$ cat config.mk
export PLATFORM = sky130hd
export DESIGN_NAME = wt_dispatch
export DESIGN_NICKNAME = d
export VERILOG_FILES = /design/src/rtl/diff_core_pkg.sv /design/src/rtl/wt_seg_assembler.sv /design/src/rtl/wt_dispatch.sv
export SDC_FILE = /design/constraint.sdc
export NUM_CORES = 1
export LEC_CHECK = 0
export CAP_MARGIN = 15
export CORE_AREA = 2 2 269 271
export CTS_CLUSTER_SIZE = 25
export DETAILED_ROUTE_END_ITERATION = 10
export DIE_AREA = 0 0 271 273
export SLEW_MARGIN = 5
export SYNTH_ARGS = -nofsm -noshare
export SYNTH_HDL_FRONTEND = slang
export SYNTH_SLANG_ARGS = --single-unit
$ cat constraint.sdc
create_clock -name clk -period 2.46 [get_ports clk]
set_input_delay 0.492 -clock clk [delete_from_list [all_inputs] [get_ports clk]]
set_output_delay 0.492 -clock clk [all_outputs]
set_load 0.03 [all_outputs]
$ cat src/rtl/diff_core_pkg.sv
// Shared types and constants for the weight path: PE weight modes,
// segment lengths, buffer geometry and the dispatch FSM state encoding.
package diff_core_pkg;

   localparam int CONF_BIT_WIDTH    = 8;
   localparam int CONF_LANES        = 8;
   localparam int CONF_WT_BUF_DEPTH = 512;

   typedef enum logic [2:0] {
      A_MODE = 3'd0,
      B_MODE = 3'd1,
      C_MODE = 3'd2,
      D_MODE = 3'd3,
      E_MODE = 3'd4
   } PE_weight_mode_t;

   // Number of weight positions carried by each segment kind.
   localparam int SEG_LEN_A = 9;
   localparam int SEG_LEN_B = 6;
   localparam int SEG_LEN_C = 6;
   localparam int SEG_LEN_D = 4;
   localparam int SEG_LEN_E = 9;

   // Widest segment; the slot register file is sized for it.
   localparam int SEG_SLOTS = 9;

   typedef logic [CONF_LANES-1:0][CONF_BIT_WIDTH-1:0] wt_word_t;

   typedef enum logic [2:0] {
      IDLE      = 3'd0,
      FETCH     = 3'd1,
      WAIT_DATA = 3'd2,
      OFFER     = 3'd3,
      FINISH    = 3'd4
   } wt_disp_state_t;

   function automatic logic [3:0] seg_len(input PE_weight_mode_t mode);
      case (mode)
         A_MODE:  seg_len = 4'(SEG_LEN_A);
         B_MODE:  seg_len = 4'(SEG_LEN_B);
         C_MODE:  seg_len = 4'(SEG_LEN_C);
         D_MODE:  seg_len = 4'(SEG_LEN_D);
         default: seg_len = 4'(SEG_LEN_E);
      endcase
   endfunction

endpackage

$ cat src/rtl/wt_seg_assembler.sv
// Slot register file for one outgoing segment. Words returned by the
// weight buffer are written into their slot; a clear at the start of each
// segment fetch zeroes every slot so positions beyond the segment length
// read as 0.
module wt_seg_assembler
   import diff_core_pkg::*;
#(
   parameter int WORD_W = 64
) (
   input  logic                        clk,
   input  logic                        rst_n,
   input  logic                        clear,
   input  logic                        cap_en,
   input  logic [3:0]                  cap_slot,
   input  logic [WORD_W-1:0]           cap_data,
   output logic [SEG_SLOTS*WORD_W-1:0] seg
);

   logic [WORD_W-1:0] slot_q [SEG_SLOTS];

   // Clear on segment start, otherwise capture the returned word into its slot.
   always_ff @(posedge clk or negedge rst_n) begin
      if (!rst_n) begin
         for (int i = 0; i < SEG_SLOTS; i++) slot_q[i] <= '0;
      end else if (clear) begin
         for (int i = 0; i < SEG_SLOTS; i++) slot_q[i] <= '0;
      end else if (cap_en && (cap_slot < 4'(SEG_SLOTS))) begin
         slot_q[cap_slot] <= cap_data;
      end
   end

   // Flatten the slots onto the segment bus, position p at bits [p*WORD_W +: WORD_W].
   always_comb begin
      seg = '0;
      for (int p = 0; p < SEG_SLOTS; p++) seg[p*WORD_W +: WORD_W] = slot_q[p];
   end

endmodule

$ cat src/rtl/wt_dispatch.sv
// Weight dispatcher: reads kernel weights out of the weight buffer and
// offers them to the PE matrix as mode-tagged segments. A 5x5 group is sent
// as A,B,C,D segments, a 3x3 group as one E segment. The read pointer runs
// contiguously across segments and groups and wraps at the buffer depth.
//
// Handshake: wt_valid rises only when a complete segment is assembled;
// while wt_valid is high, wt_seg and wt_mode hold steady until a cycle with
// wt_valid && wt_ready, which is the single transfer. wt_ready without
// wt_valid is ignored. All outputs come from flops.
module wt_dispatch
   import diff_core_pkg::*;
#(
   parameter  int BIT_WIDTH    = CONF_BIT_WIDTH,
   parameter  int LANES        = CONF_LANES,
   parameter  int WT_BUF_DEPTH = CONF_WT_BUF_DEPTH,
   localparam int ADDR_W       = $clog2(WT_BUF_DEPTH),
   localparam int WORD_W       = LANES * BIT_WIDTH
) (
   input  logic                        clk,
   input  logic                        rst_n,
   input  logic                        start,
   input  logic                        kernel_mode,
   input  logic [ADDR_W-1:0]           base_addr,
   input  logic [8:0]                  num_kernels,
   output logic                        busy,
   output logic                        done,
   output logic                        wt_rd_en,
   output logic [ADDR_W-1:0]           wt_rd_addr,
   input  logic [WORD_W-1:0]           wt_rd_data,
   output logic [SEG_SLOTS*WORD_W-1:0] wt_seg,
   output PE_weight_mode_t             wt_mode,
   output logic                        wt_valid,
   input  logic                        wt_ready,
   output logic [2:0]                  dbg_state
);

   wt_disp_state_t  state_q, state_d;
   logic            kmode_q;
   logic [8:0]      groups_q;
   logic [3:0]      fetch_cnt_q;
   logic            cap_en_q;
   logic [3:0]      cap_slot_q;
   logic            last_fetch;
   logic            last_seg;
   logic            last_group;
   logic            seg_clear;
   logic [ADDR_W-1:0] next_ptr;
   PE_weight_mode_t next_mode;

   assign dbg_state  = state_q;
   assign last_fetch = (fetch_cnt_q == (seg_len(wt_mode) - 4'd1));
   assign last_seg   = (wt_mode == D_MODE) || (wt_mode == E_MODE);
   assign last_group = (groups_q == 9'd1);
   // Every entry into FETCH starts a fresh segment with all slots zeroed.
   assign seg_clear  = (state_d == FETCH) && (state_q != FETCH);
   assign next_ptr   = (wt_rd_addr == ADDR_W'(WT_BUF_DEPTH - 1)) ? '0 : wt_rd_addr + 1'b1;

   // Segment order within a group: A,B,C,D for 5x5, always E for 3x3.
   always_comb begin
      next_mode = E_MODE;
      if (kmode_q) begin
         case (wt_mode)
            A_MODE:  next_mode = B_MODE;
            B_MODE:  next_mode = C_MODE;
            C_MODE:  next_mode = D_MODE;
            default: next_mode = A_MODE;
         endcase
      end
   end

   // FSM state register.
   always_ff @(posedge clk or negedge rst_n) begin
      if (!rst_n) state_q <= IDLE;
      else        state_q <= state_d;
   end

   // FSM next-state logic.
   always_comb begin
      state_d = state_q;
      case (state_q)
         IDLE:      if (start) state_d = (num_kernels != 9'd0) ? FETCH : FINISH;
         FETCH:     if (last_fetch) state_d = WAIT_DATA;
         WAIT_DATA: state_d = OFFER;
         OFFER:     if (wt_ready) state_d = (last_seg && last_group) ? FINISH : FETCH;
         FINISH:    state_d = IDLE;
         default:   state_d = IDLE;
      endcase
   end

   // Status and handshake outputs registered from the next state.
   always_ff @(posedge clk or negedge rst_n) begin
      if (!rst_n) begin
         busy     <= 1'b0;
         done     <= 1'b0;
         wt_rd_en <= 1'b0;
         wt_valid <= 1'b0;
      end else begin
         busy     <= (state_d == FETCH) || (state_d == WAIT_DATA) || (state_d == OFFER);
         done     <= (state_d == FINISH);
         wt_rd_en <= (state_d == FETCH);
         wt_valid <= (state_d == OFFER);
      end
   end

   // Command latch, read pointer, segment/group bookkeeping and capture delay.
   always_ff @(posedge clk or negedge rst_n) begin
      if (!rst_n) begin
         kmode_q     <= 1'b0;
         groups_q    <= '0;
         wt_mode     <= A_MODE;
         fetch_cnt_q <= '0;
         wt_rd_addr  <= '0;
         cap_en_q    <= 1'b0;
         cap_slot_q  <= '0;
      end else begin
         // Read data returns one cycle after the read, so slot follows by one.
         cap_en_q   <= wt_rd_en;
         cap_slot_q <= fetch_cnt_q;
         case (state_q)
            IDLE: begin
               if (start && (num_kernels != 9'd0)) begin
                  kmode_q     <= kernel_mode;
                  groups_q    <= num_kernels;
                  wt_mode     <= kernel_mode ? A_MODE : E_MODE;
                  wt_rd_addr  <= base_addr;
                  fetch_cnt_q <= '0;
               end
            end
            FETCH: begin
               wt_rd_addr  <= next_ptr;
               fetch_cnt_q <= last_fetch ? 4'd0 : fetch_cnt_q + 4'd1;
            end
            OFFER: begin
               if (wt_ready) begin
                  wt_mode <= next_mode;
                  if (last_seg) groups_q <= groups_q - 9'd1;
               end
            end
            default: ;
         endcase
      end
   end

   wt_seg_assembler #(.WORD_W(WORD_W)) u_asm (
      .clk      (clk),
      .rst_n    (rst_n),
      .clear    (seg_clear),
      .cap_en   (cap_en_q),
      .cap_slot (cap_slot_q),
      .cap_data (wt_rd_data),
      .seg      (wt_seg)
   );

endmodule

==> results of run 1 <==
==> worst paths after layout <==
kind                             startpoint              to  slack, ns  cells after the start
worst max-delay path             wt_mode[1]      wt_mode[1]       0.11                      1
min in group asynchronous             rst_n  u_asm.seg[358]       0.44                      2
max in group asynchronous             rst_n  u_asm.seg[451]       1.13                      4
worst min register to register     wt_rd_en        cap_en_q       0.40                      0
worst max register to register  groups_q[3]   u_asm.seg[27]       0.11                      7
worst min-delay path               wt_rd_en        cap_en_q       0.40                      0
==> state kept, by name, indices dropped and copies added, names as in the netlist <==
name and count:
u_asm.seg 576, groups_q 9, wt_rd_addr 9, cap_slot_q 4, fetch_cnt_q 4, dbg_state 3, wt_mode 3, busy 1
cap_en_q 1, done 1, kmode_q 1, wt_rd_en 1, wt_valid 1
==> layout make-up <==
cell class / instances / area (um^2)
Sequential cell: 614 / 15400
Timing Repair Buffer: 799 / 8290
Fill cell: 6303 / 33800
Tap cell: 950 / 1190
Multi-Input combinational cell: 1913 / 9940
Clock buffer: 101 / 2060
Inverter: 11 / 41.3
Clock inverter: 21 / 363
==> per-stage QoR <==
step	hold WS, ns	TNS [ns]	util	power, W	setup WS, ns
final	0.401	0	0.525	0.0575	0.110
after global routing	0.423	0	0.525	0.0601	0.0196
after CTS	0.393	0	0.525	0.0578	0.0568
after detailed placement	0.376	-85.96	0.490	0.0466	-0.217
after global placement	0.377	-67.52	0.490	0.0461	-0.181
after floorplan	0.196	0	-	0.0336	0.293
==> per-layer routing <==
metal,up-vias,track usage,share of wire
met1,11700,0.353,0.40
met5,-,0,0
met4,0,0.126,0.045
li1,10200,-,-
met3,227,0.0572,0.073
met2,1031,0.458,0.48
==> cells in the final DEF (no fill, tap or decap), drive strengths merged, types with 2 or more instances in the layout <==
cell type,synthesis,layout
nor4,4,4
nand2,1176,1176
o2bb2ai,3,3
a32oi,3,3
clkdlybuf4s50,0,679
nand3b,6,6
nand2b,3,3
and3b,4,4
nor2,17,17
a31oi,2,2
inv,11,13
nand3,12,12
a2111oi,2,2
dfrtp,614,614
a22o,3,3
nor3,4,4
and3,2,2
a31o,2,2
ha,5,5
bufinv,0,9
buf,123,118
xnor2,3,3
or3,2,2
or3b,2,2
o22ai,5,5
nor3b,5,5
o21ai,24,24
clkinv,0,9
a21oi,595,595
a21o,3,3
o31ai,3,3
and2,5,5
clkbuf,136,101
==> cells by family (layout without fill, tap and decap cells) <==
family | after synthesis | after routing | synth area share
and+or+nand+nor | 1250 | 1250 | 0.183
xor gates and xnor gates | 4 | 4 | 0.00132
adders and majority gates | 5 | 5 | 0.00235
AOI/OAI and AO/OA | 652 | 652 | 0.183
DFF | 614 | 614 | 0.578
muxes | 2 | 2 | 0.000800
buffers and inverters | 270 | 932 | 0.0515
==> power groups by stage <==
stage | clock (W) | combinational [W] | sequential [W]
after global placement | 0 | 0.0294 | 0.0167
after detailed placement | 0 | 0.0298 | 0.0168
final | 0.0110 | 0.0298 | 0.0167
after floorplan | 0 | 0.00989 | 0.0237
after CTS | 0.0113 | 0.0299 | 0.0167
after global routing | 0.0117 | 0.0313 | 0.0172
==> timing repair <==
item	CTS	global route
hold buffers	1	0
hold endpoints to repair	36	0
setup endpoints to repair	0	1
gates resized for setup	0	1
==> impl_results.md, run 1 <==
- Initial Util: 0.374
- Post-Syn Nets: 2,889
- CP bufs+invs: 1
- Slew @ Worst Pin: 0.753 ns
- DP HPWL: 72.0 mm
- Post-synth top area cell: dfrtp_1
- Flop pwr share: 0.291
- Syn Area/Cell: 9.50 um^2
- Combinational share of power: 0.518
- Pwr/cell area: 1540 mW/mm^2
- Highest Clock Rate: 0.425 GHz
- Switching share of power: 0.446
- Nets@finish: 3,500
- Rows: 98
- Sequential area share after synthesis: 0.578
- DP Area: 0.0348 mm^2
- DIE AREA: 0.0740 mm^2
- CTS tree: built
- GR Overflow Total: 0
- Hold Path Class: reg -> reg
- Library cells used by synthesis: 52
- Clk_lat worst skew: 0.61 ns
- Outcome: finished clean
- Max Slew Vio Count: 0
- Initial antenna violation count: 1
- Worst EP required: 1.97 ns
- Syn Inst Count: 2,797
- Top Ports: 682
- Crit Path Max Fanout: 7
- Vias in the first global route: 23,400
- GP Congestion: 0.857
- Clock sink count: 614
- Endpoint class of the critical path: output port
- Switch Pwr: 0.0256 W
- Cts bufs inserted: 69
- Top-count cell post-synth: nand2_1
- CTS HTree Levels: 3
- Slowest cell on the critical path: clkdlybuf4s50_1
- Core area: 0.0710 mm^2
- DRT Pass-1 Iters: 7
- Critical path type: reg -> out
- Ys flop type: dfrtp_1
- Synth top cells by count: nand2_1, dfrtp_1, a21oi_2, a21oi_1, clkbuf_1
- Clk pin slew, worst setup/hold paths: 0.06 ns
- Setup bufs post-CTS: 0
- Fin crit period: 2.35 ns
- Routed len/inst: 23.8 um
- Pin count of the biggest net entering global routing: 65
- Relative slew slack: 0.497
- Largest cells by area after synthesis: dfrtp_1, nand2_1, a21oi_2, a21oi_1, clkbuf_1
- # placed instances: 4,286
- Critical-path cell list: clkdlybuf4s50_1
- Top-area cell type share of the netlist area: 0.578
- Vias per inst: 5.26
- Yosys reg bits: 614
- Crit path arrival time: 1.86 ns
- Post-synth EDFFs: 0
- Max clock buf depth: 3
- Clock share of power: 0.192
- Die width: 271 um
- Final WL: 105 mm
- First-pass GRT wire length: 155 mm
- Via Count: 23,200
- CTS root buf: clkbuf_16
- Area Overhead vs Synth: 40.1%
- Period utilization: 0.955
- Antenna Nets Post-Route: 0
- Final Hold Viols: 0
- Layout cell share with drive strength beyond 1: 0.187
- Number of DRC markers in iteration 0: 1,913
- Total track usage: 0.278
- Synthesized area: 0.0266 mm^2
- Critical Path Start Type: flop
- VDD IR max: 0.000769 V
- Die height: 273 um
- Max Cap Viol: 0
- CP max stage delay: 0.78 ns
- Final setup vio count: 0
- Design area: 0.0372 mm^2
- Static Leakage: 15.2 nW
- RSZ-0062 raised after global routing: no
- Asr flop ratio synth: 1.00
- Non-filler instance count after layout: 4,409
- I/O Buffers: 681
- Clock skew: 0.0329 ns
- Synthesis Warnings: 0
- # diodes: 0
- DRC viols: 0
- Worst path top cell family by delay: buffers and inverters
- Internal power: 0.0319 W
Note: power is estimated with default switching activity, not from simulation.
==> inputs of run 2 (changes only) <==
==> constraint.sdc (replaced) <==
create_clock -name clk -period 2.46 [get_ports clk]
set_input_delay 0.492 -clock clk [delete_from_list [all_inputs] [get_ports clk]]
set_output_delay 0.492 -clock clk [all_outputs]
set_load 0.005 [all_outputs]
==> run 2 against run 1 <==
- via count shrank 0.16%
- hold slack is essentially flat
- clock skew is essentially flat
- fmax is essentially flat
- critical endpoint is now u_asm.seg[27]
- combinational power shrank 24%
- clock-buffer cell count is the same
- register-to-register slack is essentially flat
==> impl_results.md, run 2 (synthesis results as in run 1) <==
- Outcome: finished clean
- Crit path arrival time: 2.87 ns
- Slowest cell on the critical path: or4_4
- Switch Pwr: 0.0184 W
- GR Overflow Total: 0
- Pwr/cell area: 1350 mW/mm^2
- Endpoint class of the critical path: flop
- Crit Path Max Fanout: 45
- Core area: 0.0710 mm^2
- DRT Pass-1 Iters: 7
- Antenna Nets Post-Route: 0
- Critical Path Start Type: flop
- Hold Path Class: reg -> reg
- Rows: 98
- DIE AREA: 0.0740 mm^2
- CTS tree: built
- Die height: 273 um
- Period utilization: 0.956
- Layout cell share with drive strength beyond 1: 0.187
- Worst EP required: 2.98 ns
- Clock share of power: 0.219
- Clk pin slew, worst setup/hold paths: 0.06 ns
- Total track usage: 0.278
- Max reg flops: 576
- Hold slack: 0.401 ns
- Final Hold Viols: 0
- Die width: 271 um
- Max Slew Vio Count: 0
- Worst path top cell family by delay: simple AND/OR/NAND/NOR gates
- DP HPWL: 72.0 mm
- Critical-path cell list: or4_4 > nor2_4 > nand4_1 > a21o_4 > buf_12 > buf_12 > a21oi_1
- Design area: 0.0372 mm^2
- Flop pwr share: 0.333
- Clk_lat worst skew: 0.61 ns
- CP bufs+invs: 2
- Fin crit period: 2.35 ns
- CTS HTree Levels: 3
- I/O Buffers: 681
- Cts bufs inserted: 69
- Max Cap Viol: 0
- Post-route setup TNS: 0 ns
- Initial antenna violation count: 1
- CTS root buf: clkbuf_16
- Register area: 0.0154 mm^2
- Clock sink count: 614
- Via Count: 23,200
- CTS resizes: 0
- Critical path type: reg -> reg
- Number of DRC markers in iteration 0: 1,892
- Most frequent cell on the critical path: buf_12
- Fill cells: 6,302
- Vias per inst: 5.26
- Most common cell after layout, fill and taps aside: nand2_1
- DP Area: 0.0348 mm^2
- Combinational share of power: 0.448
- Routed len/inst: 23.8 um
- Clock skew: 0.0328 ns
- Final setup vio count: 0
- Total power: 0.0503 W
- Vias in the first global route: 23,400
- Multi-input gate area: 0.00994 mm^2
- Area Overhead vs Synth: 40.1%
- Initial Util: 0.374
- Final WL: 105 mm
- Nets@finish: 3,500
- GP Congestion: 0.857
- Highest Clock Rate: 0.425 GHz
- # diodes: 0
- Relative slew slack: 0.494
- Slew @ Worst Pin: 0.756 ns
- DRC viols: 0
- First-pass GRT wire length: 155 mm
- RSZ-0062 raised after global routing: no
- Static Leakage: 15.1 nW
- Internal power: 0.0319 W
- Switching share of power: 0.366
- Most frequent cells in the layout: nand2_1, clkdlybuf4s50_1, dfrtp_1, a21oi_2, a21oi_1
- Max clock buf depth: 3
- VDD IR max: 0.000560 V
- Pin count of the biggest net entering global routing: 65
- CP max stage delay: 0.58 ns
- Util after Layout: 0.525
- Top Ports: 682
## run 2: final cells by class
class | instances | area share
Clock buffer | 101 | 0.0553
Clock inverter | 21 | 0.00974
Inverter | 11 | 0.00111
Multi-Input combinational cell | 1913 | 0.267
Sequential cell | 614 | 0.413
Tap cell | 950 | 0.0319
Timing Repair Buffer | 799 | 0.222
## run 2: power by group through the flow
| stage | clock network [W] | logic (W) | registers [W] |
|---|---|---|---|
| after CTS | 0.0113 | 0.0226 | 0.0167 |
| after global routing | 0.0117 | 0.0241 | 0.0172 |
| after global placement | 0 | 0.0222 | 0.0167 |
| final | 0.0110 | 0.0225 | 0.0167 |
| after detailed placement | 0 | 0.0225 | 0.0168 |
| after floorplan | 0 | 0.00992 | 0.0165 |
## run 2: path summary, 6_finish.rpt
kind | from | end | slack (ns) | cells after the start
min in group asynchronous | rst_n | u_asm.seg[358] | 0.44 | 2
max reg2reg | groups_q[3] | u_asm.seg[27] | 0.11 | 7
max | groups_q[3] | u_asm.seg[27] | 0.11 | 7
max in group asynchronous | rst_n | u_asm.seg[451] | 1.13 | 4
min reg2reg | wt_rd_en | cap_en_q | 0.40 | 0
min | wt_rd_en | cap_en_q | 0.40 | 0
## run 2: routing by layer
metal | track usage | part of all wire | wire length (um)
met3 | 0.0572 | 0.071 | 7490
met2 | 0.458 | 0.48 | 50800
met4 | 0.126 | 0.045 | 4710
met5 | 0 | 0 | 0
met1 | 0.353 | 0.40 | 42100
## run 2: timing repair
item | in CTS | in global routing
endpoints found under the hold margin | 36 | 0
setup buffers | 0 | 0
hold buffers | 1 | 0
## run 2: through the flow
stage	setup WS, ns	cells
after floorplan	0.407	2797
after global placement	-0.181	4286
after detailed placement	-0.217	4286
after CTS	0.138	4409
after global routing	0.0196	4409
final	0.108	4409
==> inputs of run 3 (changes only) <==
--- a/config.mk
+++ b/config.mk
@@ -10,7 +10,7 @@
 export CTS_CLUSTER_SIZE = 25
 export DETAILED_ROUTE_END_ITERATION = 10
 export DIE_AREA = 0 0 271 273
-export SLEW_MARGIN = 5
+export GPL_TIMING_DRIVEN = 1
 export SYNTH_ARGS = -nofsm -noshare
 export SYNTH_HDL_FRONTEND = slang
 export SYNTH_SLANG_ARGS = --single-unit
==> results of run 3 <==
Same layout as run 2: the final DEF is identical, and so are final timing and power.
